--- config.mk ---
export PLATFORM = sky130hd
export DESIGN_NAME = seven_seg_mode_controller
export DESIGN_NICKNAME = d
export VERILOG_FILES = /design/src/rtl/seven_seg_mode_controller_pkg.sv /design/src/rtl/seven_seg_mode_controller_hex_to_segments.sv /design/src/rtl/seven_seg_mode_controller.sv
export SDC_FILE = /design/constraint.sdc
export NUM_CORES = 1
export LEC_CHECK = 0
export ABC_AREA = 1
export BUFFER_PORTS_ARGS = -buffer_cell sky130_fd_sc_hd__buf_2
export CAP_MARGIN = 10
export CORE_ASPECT_RATIO = 0.5
export CORE_MARGIN = 1
export CORE_UTILIZATION = 54
export CTS_CLUSTER_DIAMETER = 60
export DETAILED_ROUTE_END_ITERATION = 6
export GPL_TIMING_DRIVEN = 0
export HOLD_SLACK_MARGIN = 0.06
export PLACE_DENSITY_LB_ADDON = 0.15
export SLEW_MARGIN = 10
export SYNTH_ARGS = -nofsm -noshare
export SYNTH_HDL_FRONTEND = slang
export SYNTH_SLANG_ARGS = --single-unit
--- constraint.sdc ---
create_clock -name i_Clk -period 2.07 [get_ports i_Clk]
set_input_delay 0.3105 -clock i_Clk [delete_from_list [all_inputs] [get_ports i_Clk]]
set_output_delay 0.3105 -clock i_Clk [all_outputs]
set_load 0.01 [all_outputs]
--- src/rtl/seven_seg_mode_controller_pkg.sv ---
// Shared definitions for the seven-segment mode controller: mode codes,
// switch role indices, segment bit map and the hex-to-segment decode table.
package seven_seg_mode_controller_pkg;

  typedef enum logic [1:0] {
    STATE_INIT   = 2'd0,
    STATE_AUTO   = 2'd1,
    STATE_SWITCH = 2'd2,
    STATE_BIT    = 2'd3
  } state_e;

  localparam int unsigned SW_SEL_AUTO   = 0;
  localparam int unsigned SW_SEL_SWITCH = 1;
  localparam int unsigned SW_SEL_BIT    = 2;
  localparam int unsigned SW_HOME       = 3;

  localparam int unsigned SEG_A = 0;
  localparam int unsigned SEG_B = 1;
  localparam int unsigned SEG_C = 2;
  localparam int unsigned SEG_D = 3;
  localparam int unsigned SEG_E = 4;
  localparam int unsigned SEG_F = 5;
  localparam int unsigned SEG_G = 6;

  // Active-high pattern, bit0 = A .. bit6 = G.
  function automatic logic [6:0] hex_to_seg(input logic [3:0] value);
    logic [6:0] seg;
    case (value)
      4'h0:    seg = 7'h3F;
      4'h1:    seg = 7'h06;
      4'h2:    seg = 7'h5B;
      4'h3:    seg = 7'h4F;
      4'h4:    seg = 7'h66;
      4'h5:    seg = 7'h6D;
      4'h6:    seg = 7'h7D;
      4'h7:    seg = 7'h07;
      4'h8:    seg = 7'h7F;
      4'h9:    seg = 7'h6F;
      4'hA:    seg = 7'h77;
      4'hB:    seg = 7'h7C;
      4'hC:    seg = 7'h39;
      4'hD:    seg = 7'h5E;
      4'hE:    seg = 7'h79;
      default: seg = 7'h71;
    endcase
    return seg;
  endfunction

endpackage

--- src/rtl/seven_seg_mode_controller_hex_to_segments.sv ---
// Segment driver: hex decode or raw pattern override, then pin polarity.
module hex_to_segments
  import seven_seg_mode_controller_pkg::*;
#(
  parameter int g_SEG_ACTIVE_LOW = 0
) (
  input  logic [3:0] i_Value,
  input  logic       i_Raw_En,
  input  logic [6:0] i_Raw,
  output logic [6:0] o_Segments
);

  logic [6:0] seg_high;

  always_comb begin
    seg_high   = i_Raw_En ? i_Raw : hex_to_seg(i_Value);
    o_Segments = (g_SEG_ACTIVE_LOW != 0) ? ~seg_high : seg_high;
  end

endmodule

--- src/rtl/seven_seg_mode_controller.sv ---
// Mode-selecting controller for one 7-segment digit: spinner idle, timed hex
// count, manual inc/dec and live switch display, selected by switch releases.
module seven_seg_mode_controller
  import seven_seg_mode_controller_pkg::*;
#(
  parameter int g_CLKS_PER_STEP  = 25000000 / 6,
  parameter int g_SPIN_LEN       = 6,
  parameter int g_AUTO_MAX       = 15,
  parameter int g_SEG_ACTIVE_LOW = 0
) (
  input  logic       i_Clk,
  input  logic       i_Rst_L,
  input  logic [3:0] i_Switches,
  output logic [1:0] o_State,
  output logic [3:0] o_Value,
  output logic       o_Paused,
  output logic [6:0] o_Segments
);

  localparam int CNT_W = (g_CLKS_PER_STEP > 0) ? $clog2(g_CLKS_PER_STEP + 1) : 1;
  localparam logic [CNT_W-1:0] CNT_MAX   = CNT_W'(g_CLKS_PER_STEP);
  localparam logic [2:0]       SPIN_LAST = 3'(g_SPIN_LEN - 1);
  localparam logic [3:0]       AUTO_MAX  = 4'(g_AUTO_MAX);

  if (g_SPIN_LEN < 2 || g_SPIN_LEN > 7) begin : g_bad_spin_len
    $error("g_SPIN_LEN must be in 2..7");
  end
  if (g_AUTO_MAX < 1 || g_AUTO_MAX > 15) begin : g_bad_auto_max
    $error("g_AUTO_MAX must be in 1..15");
  end

  state_e           state_q, state_d;
  logic [2:0]       spin_q, spin_d;
  logic [CNT_W-1:0] cnt_q, cnt_d;
  logic [3:0]       value_q, value_d;
  logic             paused_q, paused_d;
  logic [3:0]       hist_q, hist_d;

  logic [3:0] rel;
  logic       counting;
  logic       tick;
  logic [6:0] spin_raw;

  always_comb begin
    rel      = hist_q & ~i_Switches;
    counting = (state_q == STATE_INIT) || ((state_q == STATE_AUTO) && !paused_q);
    tick     = counting && (cnt_q == CNT_MAX);

    state_d  = state_q;
    spin_d   = spin_q;
    value_d  = value_q;
    paused_d = paused_q;
    hist_d   = i_Switches;
    cnt_d    = counting ? (tick ? '0 : cnt_q + CNT_W'(1)) : cnt_q;

    case (state_q)
      STATE_INIT: begin
        if (tick) spin_d = (spin_q == SPIN_LAST) ? '0 : spin_q + 3'd1;
        if (rel[SW_SEL_AUTO])        state_d = STATE_AUTO;
        else if (rel[SW_SEL_SWITCH]) state_d = STATE_SWITCH;
        else if (rel[SW_SEL_BIT])    state_d = STATE_BIT;
      end
      STATE_AUTO: begin
        if (tick) value_d = (value_q == AUTO_MAX) ? '0 : value_q + 4'd1;
        if (rel[SW_SEL_AUTO]) paused_d = !paused_q;
      end
      STATE_SWITCH: begin
        if (rel[0] && !rel[1])      value_d = value_q + 4'd1;
        else if (rel[1] && !rel[0]) value_d = value_q - 4'd1;
      end
      STATE_BIT:  value_d = i_Switches;
      default:    state_d = STATE_INIT;
    endcase

    if ((state_q != STATE_INIT) && rel[SW_HOME]) state_d = STATE_INIT;

    // Any mode change overrides the per-mode updates above.
    if (state_d != state_q) begin
      cnt_d    = '0;
      value_d  = '0;
      paused_d = 1'b0;
      if (state_d == STATE_INIT) spin_d = '0;
    end
  end

  always_ff @(posedge i_Clk) begin
    if (!i_Rst_L) begin
      state_q  <= STATE_INIT;
      spin_q   <= '0;
      cnt_q    <= '0;
      value_q  <= '0;
      paused_q <= 1'b0;
      hist_q   <= '0;
    end else begin
      state_q  <= state_d;
      spin_q   <= spin_d;
      cnt_q    <= cnt_d;
      value_q  <= value_d;
      paused_q <= paused_d;
      hist_q   <= hist_d;
    end
  end

  assign o_State  = state_q;
  assign o_Value  = value_q;
  assign o_Paused = paused_q;
  assign spin_raw = 7'd1 << spin_q;

  hex_to_segments #(
    .g_SEG_ACTIVE_LOW(g_SEG_ACTIVE_LOW)
  ) u_hex_to_segments (
    .i_Value    (value_q),
    .i_Raw_En   (state_q == STATE_INIT),
    .i_Raw      (spin_raw),
    .o_Segments (o_Segments)
  );

endmodule

==> metrics.yaml, run 1 <==
drtAntennaViolNets: 0
synthesized_netlist_net_count: 382
max_capacitance_violation_total: 0
multiInputGateArea_um2: 1610
flow.area_growth_from_synthesis_pct: 19.3
final_hold_violating_endpoints: 0
part_of_the_yosys_area_used_for_sequential_elements_pct: 33.6
ioPinCount: 20
regArea_um2: 870
timing.final.setup_violations: 0
startpoint_to_endpoint_class_of_the_critical_path: "flip-flop to flip-flop"
clk_latency_ps: 300
outcome: "completed"
grt_setup_unrepaired: "true"
clock-root-buffer: "sky130_fd_sc_hd__clkbuf_8"
detail_route.first_pass.iterations: 5
effective_utilization_at_floorplan_pct: 57.4
maxClockFrequency_mhz: 488
numPortBuffers: 19
first_pass_grt_wire_length_um: 9310
ctsHtreeMaxLevel: 2
core_um2: 4470
drc_errors: 0
cts_buffers: 5
min_delay_worst_type: "input port to flip-flop"
worst_ir_drop_vdd_mv: 0.309
syn-mean-instance-area_um2: 7.06
r2r.worst_path.cells: 15
first_global_vias: 2143
start_kind: "flip-flop"
ys_seq_elements: 43
grt_usage_pct: 23.7
grt_overflow_total: 0
count_of_antenna_diodes_in_the_layout: 0
max-clock-path-buffers: 2
setup.worst_path.end_class: "flip-flop"
dieArea_um2: 5040
die_h_um: 50.7
gp_routability_congestion: 0.869
netlist_instances: 363
post_cts_hold_buffer_count: 0
route.met3.wl_um: 338
design.final.nets: 417
timing.critical_path.arrival_ps: 2230
total_detailed_routing_wirelength_um: 5520
drive_above_1_share_pct: 23.4
met2RoutedLength_um: 2440
timing.critical_path.fanout_max: 5
vias_after_detailed_routing: 2413
ys_types: 38
cts_num_sinks: 43
fillCellCount: 356
period_minus_slack_ps: 2050
detailedRoute.firstIterationViolations: 93
cp_data_required_time_ps: 2250
hpwlAfterDp_um: 4020
clock_skew_ps: 14.9
cell_area_after_technology_mapping_um2: 2560
final.period_utilization_pct: 99.1
rows: 17
worstSetupStartpoint: "cnt_q[10]"
post_drt_wl_per_cell_um: 12.1
die-width_um: 99.4
m1WireLength_um: 2640
vias_per_cell: 5.30
worstMarginPinSlew_ps: 377
maxSlewHeadroom_pct: 74.7
cts_tree: "built"
fin_util_pct: 68.4
worstHoldPathCells: 3
largest_net_degree_at_the_start_of_global_routing: 13
ys_warn_count: 0
timing.final.max_slew_violations: 0
maxUsedRoutingLayer: "met4"
power.total_uw: 1750
worst_reg2reg_setup_slack_ps: 20
power.static_leakage_uw: 0.00135
worst_setup_hold_path_clk_slew_ps: 80
worst_r2r_startpoint: "cnt_q[10]"
pwr_density_cell_nw_per_um2: 574
antenna_violations_before_repair: 0
==> how the worst min path moves through the flow <==
| stage | from | to |
|---|---|---|
| 2_1_floorplan | i_Switches[0] | hist_q[0] |
| 3_3_place_gp | cnt_q[8] | cnt_q[8] |
| 3_5_place_dp | cnt_q[8] | cnt_q[8] |
| 4_1_cts | i_Switches[2] | hist_q[2] |
| 5_1_grt | i_Switches[2] | hist_q[2] |
| 6_report | i_Switches[2] | hist_q[2] |
==> power breakdown <==
group	switching [µW]	internal (µW)
clock network	277	262
logic	216	127
registers	19.3	853
total	512	1240
==> synth_stat cells, drive strengths merged <==
library cell | n | area [µm²]
buf | 2 | 26.3
a21oi | 15 | 97.6
dfxtp | 43 | 861
a221oi | 1 | 8.76
o31ai | 1 | 7.51
nor3b | 2 | 15.0
nor2 | 38 | 170
nand3 | 34 | 223
xnor2 | 3 | 26.3
inv | 55 | 211
nor3 | 12 | 60.1
nand4 | 10 | 83.8
a31oi | 2 | 12.5
nand2 | 101 | 399
a211oi | 4 | 30.0
clkbuf | 1 | 3.75
xor2 | 5 | 43.8
o221ai | 1 | 8.76
clkinv | 2 | 13.8
nor4 | 1 | 6.26
o21ai | 16 | 83.8
ha | 13 | 163
o211ai | 1 | 7.51
==> critical path, cell delays in order, from the launching register on <==
cell                      delay [ps]
sky130_fd_sc_hd__dfxtp_1         370
sky130_fd_sc_hd__inv_1           110
sky130_fd_sc_hd__nor2_1          110
sky130_fd_sc_hd__nand3_1          90
sky130_fd_sc_hd__nor2_2          190
sky130_fd_sc_hd__nand3_4         170
sky130_fd_sc_hd__nand2_4         130
sky130_fd_sc_hd__nand2_4          60
sky130_fd_sc_hd__nand2_4         100
sky130_fd_sc_hd__buf_4           130
sky130_fd_sc_hd__nand2_2          50
sky130_fd_sc_hd__ha_2            180
sky130_fd_sc_hd__inv_1            70
sky130_fd_sc_hd__nand2_1          80
sky130_fd_sc_hd__nand3_2          60
sky130_fd_sc_hd__nand2_1          50
==> layout by cell type, fill, tap and decap left out, types with 3 or more instances in the layout <==
cell / instances
sky130_fd_sc_hd__nand2_1: 90
sky130_fd_sc_hd__inv_1: 48
sky130_fd_sc_hd__dfxtp_1: 38
sky130_fd_sc_hd__nor2_1: 31
sky130_fd_sc_hd__nand3_1: 23
sky130_fd_sc_hd__buf_2: 19
sky130_fd_sc_hd__a21oi_1: 13
sky130_fd_sc_hd__nor3_1: 12
sky130_fd_sc_hd__o21ai_0: 9
sky130_fd_sc_hd__buf_4: 9
sky130_fd_sc_hd__nand4_1: 8
sky130_fd_sc_hd__nand2_4: 7
sky130_fd_sc_hd__ha_1: 7
sky130_fd_sc_hd__nand3_4: 6
sky130_fd_sc_hd__clkbuf_8: 6
sky130_fd_sc_hd__nand3_2: 5
sky130_fd_sc_hd__o21ai_1: 5
sky130_fd_sc_hd__xor2_1: 5
sky130_fd_sc_hd__inv_2: 4
sky130_fd_sc_hd__nor2_4: 4
sky130_fd_sc_hd__a211oi_1: 4
sky130_fd_sc_hd__ha_2: 4
sky130_fd_sc_hd__dfxtp_2: 4
sky130_fd_sc_hd__nor2_2: 3
sky130_fd_sc_hd__nand2_2: 3
sky130_fd_sc_hd__xnor2_1: 3
==> final cells by class <==
| type | instances | share of cell area [%] |
|---|---|---|
| multi-input combinational | 260 | 52.5 |
| sequential | 43 | 28.4 |
| inverter | 57 | 7.53 |
| timing repair buffer | 28 | 5.32 |
| clock buffer | 6 | 2.70 |
| tap | 57 | 2.33 |
| buffer | 3 | 0.982 |
| clock inverter | 1 | 0.164 |
==> timing repair <==
item,4_1_cts,5_1_grt
setup buffers,6,3
gates resized for setup,18,28
setup endpoints to repair,7,7
pin swaps,8,13
==> stage by stage <==
step | std cells | setup TNS (ps) | area, µm² | hold slack [ps] | setup WS [ps]
after CTS | 452 | 0 | 2930 | 200 | 2.60
after global placement | 439 | -1400 | 2740 | 465 | -242
after floorplan | 363 | 0 | 2570 | 404 | 0.995
after global routing | 455 | -661 | 3060 | 228 | -135
final | 455 | 0 | 3060 | 200 | 18.8
after detailed placement | 439 | -2130 | 2740 | 478 | -356
==> kinds of logic after synthesis <==
group	Yosys count	share of synthesized area, %
buf+inv	60	9.96
simple gates	198	37.4
compound gates	41	10.0
fa+ha+maj	13	6.35
flops	43	33.6
xor+xnor	8	2.73
==> routing by layer <==
layer	GRT usage, %	vias to the layer above
met1	30.3	1071
met4	6.86	0
met5	0	-
met2	39.9	87
li1	-	1245
met3	5.85	10
(Power assumes the default switching activity.)
==> inputs of run 2 (changes only) <==
--- a/config.mk
+++ b/config.mk
@@ -5,12 +5,11 @@
 export SDC_FILE = /design/constraint.sdc
 export NUM_CORES = 1
 export LEC_CHECK = 0
-export ABC_AREA = 1
 export BUFFER_PORTS_ARGS = -buffer_cell sky130_fd_sc_hd__buf_2
 export CAP_MARGIN = 10
 export CORE_ASPECT_RATIO = 0.5
 export CORE_MARGIN = 1
-export CORE_UTILIZATION = 54
+export CORE_UTILIZATION = 53
 export CTS_CLUSTER_DIAMETER = 60
 export DETAILED_ROUTE_END_ITERATION = 6
 export GPL_TIMING_DRIVEN = 0
==> run 2 against run 1 <==
The run now ends with negative setup slack left; clock power down 0.9%; via count shrank 11%; flip-flop and latch count unchanged; final cell count shrank 16%; power is 3.5% lower; hold slack improved by 39 ps.
==> metrics.yaml, run 2 <==
outcome: "finished, violations left"
violations: "negative setup slack"
power.static_leakage_uw: 0.00122  # -9.1%
timing.critical_path.arrival_ps: 2740  # +510 ps
biggest_area_contributors_in_the_synthesized_netlist: "sky130_fd_sc_hd__dfxtp_1 (36%), sky130_fd_sc_hd__ha_1 (6.8%), sky130_fd_sc_hd__xnor2_1 (5.9%), sky130_fd_sc_hd__nor2_1 (5.5%), sky130_fd_sc_hd__nand2_1 (3.5%)"
grt_setup_unrepaired: "true"
max_capacitance_violation_total: 0  # unchanged
power.total_uw: 1690  # -3.5%
rows: 16  # -1
grt_overflow_total: 0  # unchanged
cts_buffers: 5  # unchanged
detailedRoute.firstIterationViolations: 111  # +19%
top_usage_layer: "met2"
critical_path.most_common_cell: "sky130_fd_sc_hd__mux2_4"
timing.final.setup_violations: 10  # +10
period_minus_slack_ps: 2520  # +470 ps
met3_usage_pct: 5.16  # -0.69 points
cts_num_sinks: 43  # unchanged
main_flop_type_after_synthesis: "sky130_fd_sc_hd__dfxtp_1"
vias_after_detailed_routing: 2157  # -11%
post_cts_hold_buffer_count: 0  # unchanged
placed_cells: 353  # -20%
drc_errors: 0  # unchanged
grt_usage_pct: 22.6  # -1.0 points
dieArea_um2: 4780  # -5.3%
synth-edff-count: 0  # unchanged
startpoint_to_endpoint_class_of_the_critical_path: "flip-flop to flip-flop"
antenna_violations_before_repair: 0  # unchanged
ys_seq_elements: 43  # unchanged
drive_above_1_share_pct: 31.5  # +8.1 points
maxClockFrequency_mhz: 397  # -19%
part_of_the_yosys_area_used_for_sequential_elements_pct: 36.2  # +2.6 points
regArea_um2: 877  # +0.86%
max-clock-path-buffers: 2  # unchanged
gp_routability_congestion: 0.823  # -5.2%
synth-async-reset-ratio_pct: 0  # unchanged
worstMarginPinSlew_ps: 435  # +57.8 ps
first_pass_grt_wire_length_um: 8740  # -6.2%
drtAntennaViolNets: 0  # unchanged
largest_net_degree_at_the_start_of_global_routing: 14  # +1
synthesized_netlist_net_count: 299  # -22%
timing.final.ws_setup_ps: -451  # -470 ps
largest_incremental_delay_on_the_critical_path_ps: 370  # about the same
fillCellCount: 301  # -15%
placement.cell_area_um2: 2580  # -5.6%
hpwlAfterDp_um: 3480  # -13%
timing.critical_path.fanout_max: 5  # unchanged
count_of_antenna_diodes_in_the_layout: 0  # unchanged
netlist_instances: 280  # -23%
setup.worst_path.end_class: "flip-flop"
final_hold_violating_endpoints: 0  # unchanged
post_drt_wl_per_cell_um: 14.7  # +22%
die-width_um: 96.7  # -2.7%
first_global_vias: 1959  # -8.6%
total_detailed_routing_wirelength_um: 5660  # +2.6%
detail_route.first_pass.iterations: 5  # unchanged
yosys.cell_count.top_type: "sky130_fd_sc_hd__dfxtp_1"
worst_ir_drop_vdd_mv: 0.291  # -5.8%
min_delay_worst_type: "input port to flip-flop"
cts_tree: "built"
syn-mean-instance-area_um2: 8.49  # +20%
cell_area_after_technology_mapping_um2: 2380  # -7.2%
multiInputGateArea_um2: 1600  # -0.31%
crit_path_top_delay_cell: "sky130_fd_sc_hd__o41ai_4"
ioPinCount: 20  # unchanged
vias_per_cell: 5.62  # +5.9%
core_um2: 4100  # -8.1%
path_cells: "nor4_2 -> nand3b_1 -> o41ai_4 -> buf_4 -> mux2_4 -> nand2_8 -> inv_6 -> ha_4 -> mux2_4 -> mux2i_1"
start_kind: "flip-flop"
mostFrequentLayoutCell: "sky130_fd_sc_hd__nor2_1"
synth_top_cell_by_area: "sky130_fd_sc_hd__dfxtp_1"
numPortBuffers: 19  # unchanged
synth_commonest_cells: "sky130_fd_sc_hd__dfxtp_1 (43), sky130_fd_sc_hd__nor2_1 (35), sky130_fd_sc_hd__nand2_1 (22)"
fin_util_pct: 74.5  # +6.0 points
ys_warn_count: 0  # unchanged
die_h_um: 49.4  # -2.6%
grtUsageMet1_pct: 27.9  # -2.4 points
final.period_utilization_pct: 122  # +23 points
yosysTopAreaCellShare_pct: 36.2  # +2.6 points
pwr_density_cell_nw_per_um2: 554  # -3.4%
grt.met2_usage_pct: 40.6  # +0.68 points
timing.critical_path.buf_inv: 2  # -1
clock_skew_ps: 5.89  # -8.99 ps
final_cell_mix: "sky130_fd_sc_hd__nor2_1 (33), sky130_fd_sc_hd__dfxtp_1 (32), sky130_fd_sc_hd__buf_4 (21)"
design.final.nets: 348  # -17%
ctsHtreeMaxLevel: 2  # unchanged
clk_latency_ps: 300  # about the same
cp_data_required_time_ps: 2290  # +40 ps
critical_path.top_delay_family: "multiplexers"
maxSlewHeadroom_pct: 71.0  # -3.7 points
clock-root-buffer: "sky130_fd_sc_hd__clkbuf_8"
post_layout_nonfiller_instances: 384  # -16%
worst_setup_hold_path_clk_slew_ps: 90  # about the same
post-route-cell-area_um2: 3060  # about the same
ys_types: 46  # +21%
timing.final.max_slew_violations: 0  # unchanged
flow.area_growth_from_synthesis_pct: 28.5
effective_utilization_at_floorplan_pct: 58.0  # +0.59 points
==> run 2: worst reg2reg max path: stages, from the launching register on <==
cell and delay [ps]:
sky130_fd_sc_hd__dfxtp_2 340, sky130_fd_sc_hd__nor4_2 250, sky130_fd_sc_hd__nand3b_1 210, sky130_fd_sc_hd__o41ai_4 370
sky130_fd_sc_hd__buf_4 210, sky130_fd_sc_hd__mux2_4 330, sky130_fd_sc_hd__nand2_8 100, sky130_fd_sc_hd__inv_6 50
sky130_fd_sc_hd__ha_4 170, sky130_fd_sc_hd__mux2_4 250, sky130_fd_sc_hd__mux2i_1 150
==> run 2: cell families after synthesis <==
family,after synthesis,synth area share [%]
XOR/XNOR,25,9.21
multiplexers,9,3.95
flip-flops,43,36.2
AND/OR/NAND/NOR,119,25.7
AO/OA/AOI/OAI,43,13.0
buffers and inverters,28,5.10
adder cells (fa/ha/maj),13,6.84
==> run 2: final cells by class <==
type / instances / area share, %
flip-flops and latches: 43 / 28.7
well taps: 54 / 2.21
plain buffers: 9 / 2.29
clock inverters: 2 / 0.410
inverters: 19 / 2.50
repair buffers: 42 / 9.13
clock buffers: 6 / 2.38
multi-input cells: 209 / 52.4
==> run 2: through the flow <==
stage	setup TNS, ps	setup WS [ps]	hold slack [ps]
after floorplan	-1070	-244	432
final	-3010	-451	239
after global routing	-3850	-516	244
after detailed placement	-6770	-690	490
after global placement	-5590	-613	481
after CTS	-2610	-430	232
==> run 2: per-layer routing <==
layer,wire [µm],up-vias
met1,2550,1029
li1,-,1065
met2,2810,55
met5,0,-
met4,63,0
met3,245,8
==> run 2: worst paths after layout <==
path	from	endpoint	slack, ps	cells after the start
min	i_Switches[0]	hist_q[0]	240	2
max reg2reg	cnt_q[6]	flip-flop	-450	10
max	cnt_q[6]	flip-flop	-450	10
min reg2reg	cnt_q[9]	cnt_q[9]	520	2
==> run 2: repair_timing <==
item	CTS	global route
hold endpoints to repair	0	0
gates resized for setup	36	19
endpoints found under the setup margin	36	20
gates cloned	1	0
pin swaps	6	6
buffers inserted	15	7
==> run 2: where the power goes <==
part | internal (µW) | switching [µW] | total, µW
logic | 127 | 168 | 295
registers | 849 | 15.8 | 865
clock network | 236 | 298 | 534
==> inputs of run 3 (changes only) <==
--- a/config.mk
+++ b/config.mk
@@ -9,12 +9,12 @@
 export CAP_MARGIN = 10
 export CORE_ASPECT_RATIO = 0.5
 export CORE_MARGIN = 1
-export CORE_UTILIZATION = 53
+export CORE_UTILIZATION = 50
 export CTS_CLUSTER_DIAMETER = 60
 export DETAILED_ROUTE_END_ITERATION = 6
 export GPL_TIMING_DRIVEN = 0
 export HOLD_SLACK_MARGIN = 0.06
-export PLACE_DENSITY_LB_ADDON = 0.15
+export PLACE_DENSITY = 0.71
 export SLEW_MARGIN = 10
 export SYNTH_ARGS = -nofsm -noshare
 export SYNTH_HDL_FRONTEND = slang
==> run 3 against run 2 <==
The flow still finishes with violations (negative setup slack); worst setup slack lost 77 ps; hold slack gained 2.4 ps; flip-flop and latch count is the same; combinational power shrank 6%; final cell count grew 0.78%; cell area shrank 4.8%; fmax shrank 3.0%; first-iteration DRC count shrank 26%; largest cell class unchanged.
==> metrics.yaml, run 3 (same netlist as run 2, synthesis figures left out) <==
period_minus_slack_ps: 2600  # +77.3 ps
final_cell_mix: "sky130_fd_sc_hd__dfxtp_1 (36), sky130_fd_sc_hd__nor2_1 (34), sky130_fd_sc_hd__nand2_1 (21)"
numPortBuffers: 19  # unchanged
clk_latency_ps: 290  # about the same
timing.critical_path.fanout_max: 6  # +1
detail_route.first_pass.iterations: 4  # -1
final.period_utilization_pct: 126  # +3.7 points
post_drt_wl_per_cell_um: 13.3  # -10%
outcome: "finished, violations left"
setup.worst_path.end_class: "flip-flop"
timing.final.max_slew_violations: 0  # unchanged
fillCellCount: 391  # +30%
cts_buffers: 5  # unchanged
detailedRoute.firstIterationViolations: 82  # -26%
violations: "negative setup slack"
worstMarginPinSlew_ps: 605  # +170 ps
clock_skew_ps: 4.35  # -1.55 ps
clock-root-buffer: "sky130_fd_sc_hd__clkbuf_8"
worst_ir_drop_vdd_mv: 0.321  # +10%
drtAntennaViolNets: 0  # unchanged
timing.final.ws_setup_ps: -528  # -77.3 ps
grt_usage_pct: 22.4  # -0.26 points
gp_routability_congestion: 0.866  # +5.2%
total_detailed_routing_wirelength_um: 5140  # -9.3%
clkPwrFrac_pct: 33.8  # +2.3 points
pwr_density_cell_nw_per_um2: 593  # +6.9%
mostFrequentLayoutCell: "sky130_fd_sc_hd__dfxtp_1"
die-width_um: 99.5  # +2.9%
timing.critical_path.arrival_ps: 2830  # +90 ps
ioPinCount: 20  # unchanged
post_layout_nonfiller_instances: 387  # +0.78%
dieArea_um2: 5050  # +5.8%
power.sequential.fraction_pct: 50.1  # -0.9 points
start_kind: "flip-flop"
power.share.combinational_pct: 16.1  # -1.3 points
placed_cells: 365  # +3.4%
first_pass_grt_wire_length_um: 8760  # +0.32%
design.final.nets: 339  # -2.6%
ctsHtreeMaxLevel: 2  # unchanged
largest_net_degree_at_the_start_of_global_routing: 14  # unchanged
post_cts_hold_buffer_count: 0  # unchanged
intPower_uw: 1270  # +5.2%
cp_data_required_time_ps: 2300  # about the same
grt_setup_unrepaired: "true"
die_h_um: 50.8  # +2.8%
min_delay_worst_type: "input port to flip-flop"
first_global_vias: 1911  # -2.5%
maxClockFrequency_mhz: 385  # -3.0%
fin_util_pct: 64.8  # -9.7 points
vias_after_detailed_routing: 2052  # -4.9%
core_um2: 4490  # +9.4%
cts_tree: "built"
drive_above_1_share_pct: 23.4  # -8.2 points
power.static_leakage_uw: 0.00115  # -5.8%
max-clock-path-buffers: 2  # unchanged
startpoint_to_endpoint_class_of_the_critical_path: "flip-flop to flip-flop"
hpwlAfterDp_um: 3540  # +1.6%
max_capacitance_violation_total: 0  # unchanged
final_hold_violating_endpoints: 0  # unchanged
netSwitchingPower_uw: 449  # -6.8%
flow.area_growth_from_synthesis_pct: 22.3
vias_per_cell: 5.30  # -5.6%
worst_setup_hold_path_clk_slew_ps: 80  # about the same
count_of_antenna_diodes_in_the_layout: 0  # unchanged
drc_errors: 0  # unchanged
antenna_violations_before_repair: 0  # unchanged
cts_num_sinks: 43  # unchanged
fin_hold_ws_ps: 242  # +2.43 ps
maxSlewHeadroom_pct: 59.4  # -12 points
grt_overflow_total: 0  # unchanged
effective_utilization_at_floorplan_pct: 53.0  # -5.0 points
power.total_uw: 1720  # +1.8%
timing.final.setup_violations: 32  # +22
power_switching_share_pct: 26.1  # -2.4 points
rows: 17  # +1
==> run 3: metrics by stage <==
step | TNS (ps) | setup WS (ps) | instance area, µm²
after global routing | -11670 | -622 | 2910
final | -5260 | -528 | 2910
after global placement | -5430 | -649 | 2600
after floorplan | -1070 | -244 | 2420
after detailed placement | -6260 | -703 | 2600
after CTS | -5070 | -506 | 2870
==> run 3: layout make-up <==
cell class | instances | area [µm²] | share of cell area [%]
multi-input cells | 209 | 1500 | 51.4
clock buffers | 7 | 96.3 | 3.31
plain buffers | 9 | 63.8 | 2.19
inverters | 19 | 76.3 | 2.62
well taps | 66 | 82.6 | 2.84
repair buffers | 33 | 216 | 7.44
flip-flops and latches | 43 | 870 | 29.9
clock inverters | 1 | 7.51 | 0.258
==> run 3: final timing paths <==
kind	from	to	slack (ps)	cells after the start
max reg2reg	cnt_q[9]	flip-flop	-530	10
min	i_Switches[3]	hist_q[3]	240	2
min reg2reg	cnt_q[9]	cnt_q[9]	520	2
max	cnt_q[9]	flip-flop	-530	10
==> run 3: critical path, cell delays in order (launching register included) <==
cell	delay, ps
sky130_fd_sc_hd__dfxtp_2	350
sky130_fd_sc_hd__nor4_2	270
sky130_fd_sc_hd__nand3b_1	210
sky130_fd_sc_hd__o41ai_4	510
sky130_fd_sc_hd__buf_12	170
sky130_fd_sc_hd__mux2_4	320
sky130_fd_sc_hd__nand2_8	100
sky130_fd_sc_hd__inv_6	50
sky130_fd_sc_hd__ha_4	170
sky130_fd_sc_hd__mux2_2	270
sky130_fd_sc_hd__a21oi_2	110
==> run 3: layer usage <==
layer / routed length, µm / global-route usage (%) / share of wire (%) / up-vias
li1: - / - / - / 1047
met1: 2380 / 27.5 / 46 / 959
met2: 2520 / 39.0 / 49 / 35
met3: 154 / 5.15 / 3.0 / 11
met4: 79 / 7.84 / 1.5 / 0
met5: 0 / 0 / 0 / -
==> run 3: repair_timing <==
item,CTS,global route
buffers inserted,12,2
setup endpoints to repair,37,38
gates cloned,0,0
pin swaps,3,3
gates resized for setup,19,7
==> run 3: power by group through the flow <==
stage	clock, µW	combinational [µW]	sequential, µW
finish	582	277	864
global route	632	306	867
CTS	597	264	864
detailed placement	0	231	885
global placement	0	226	884
floorplan	0	167	884
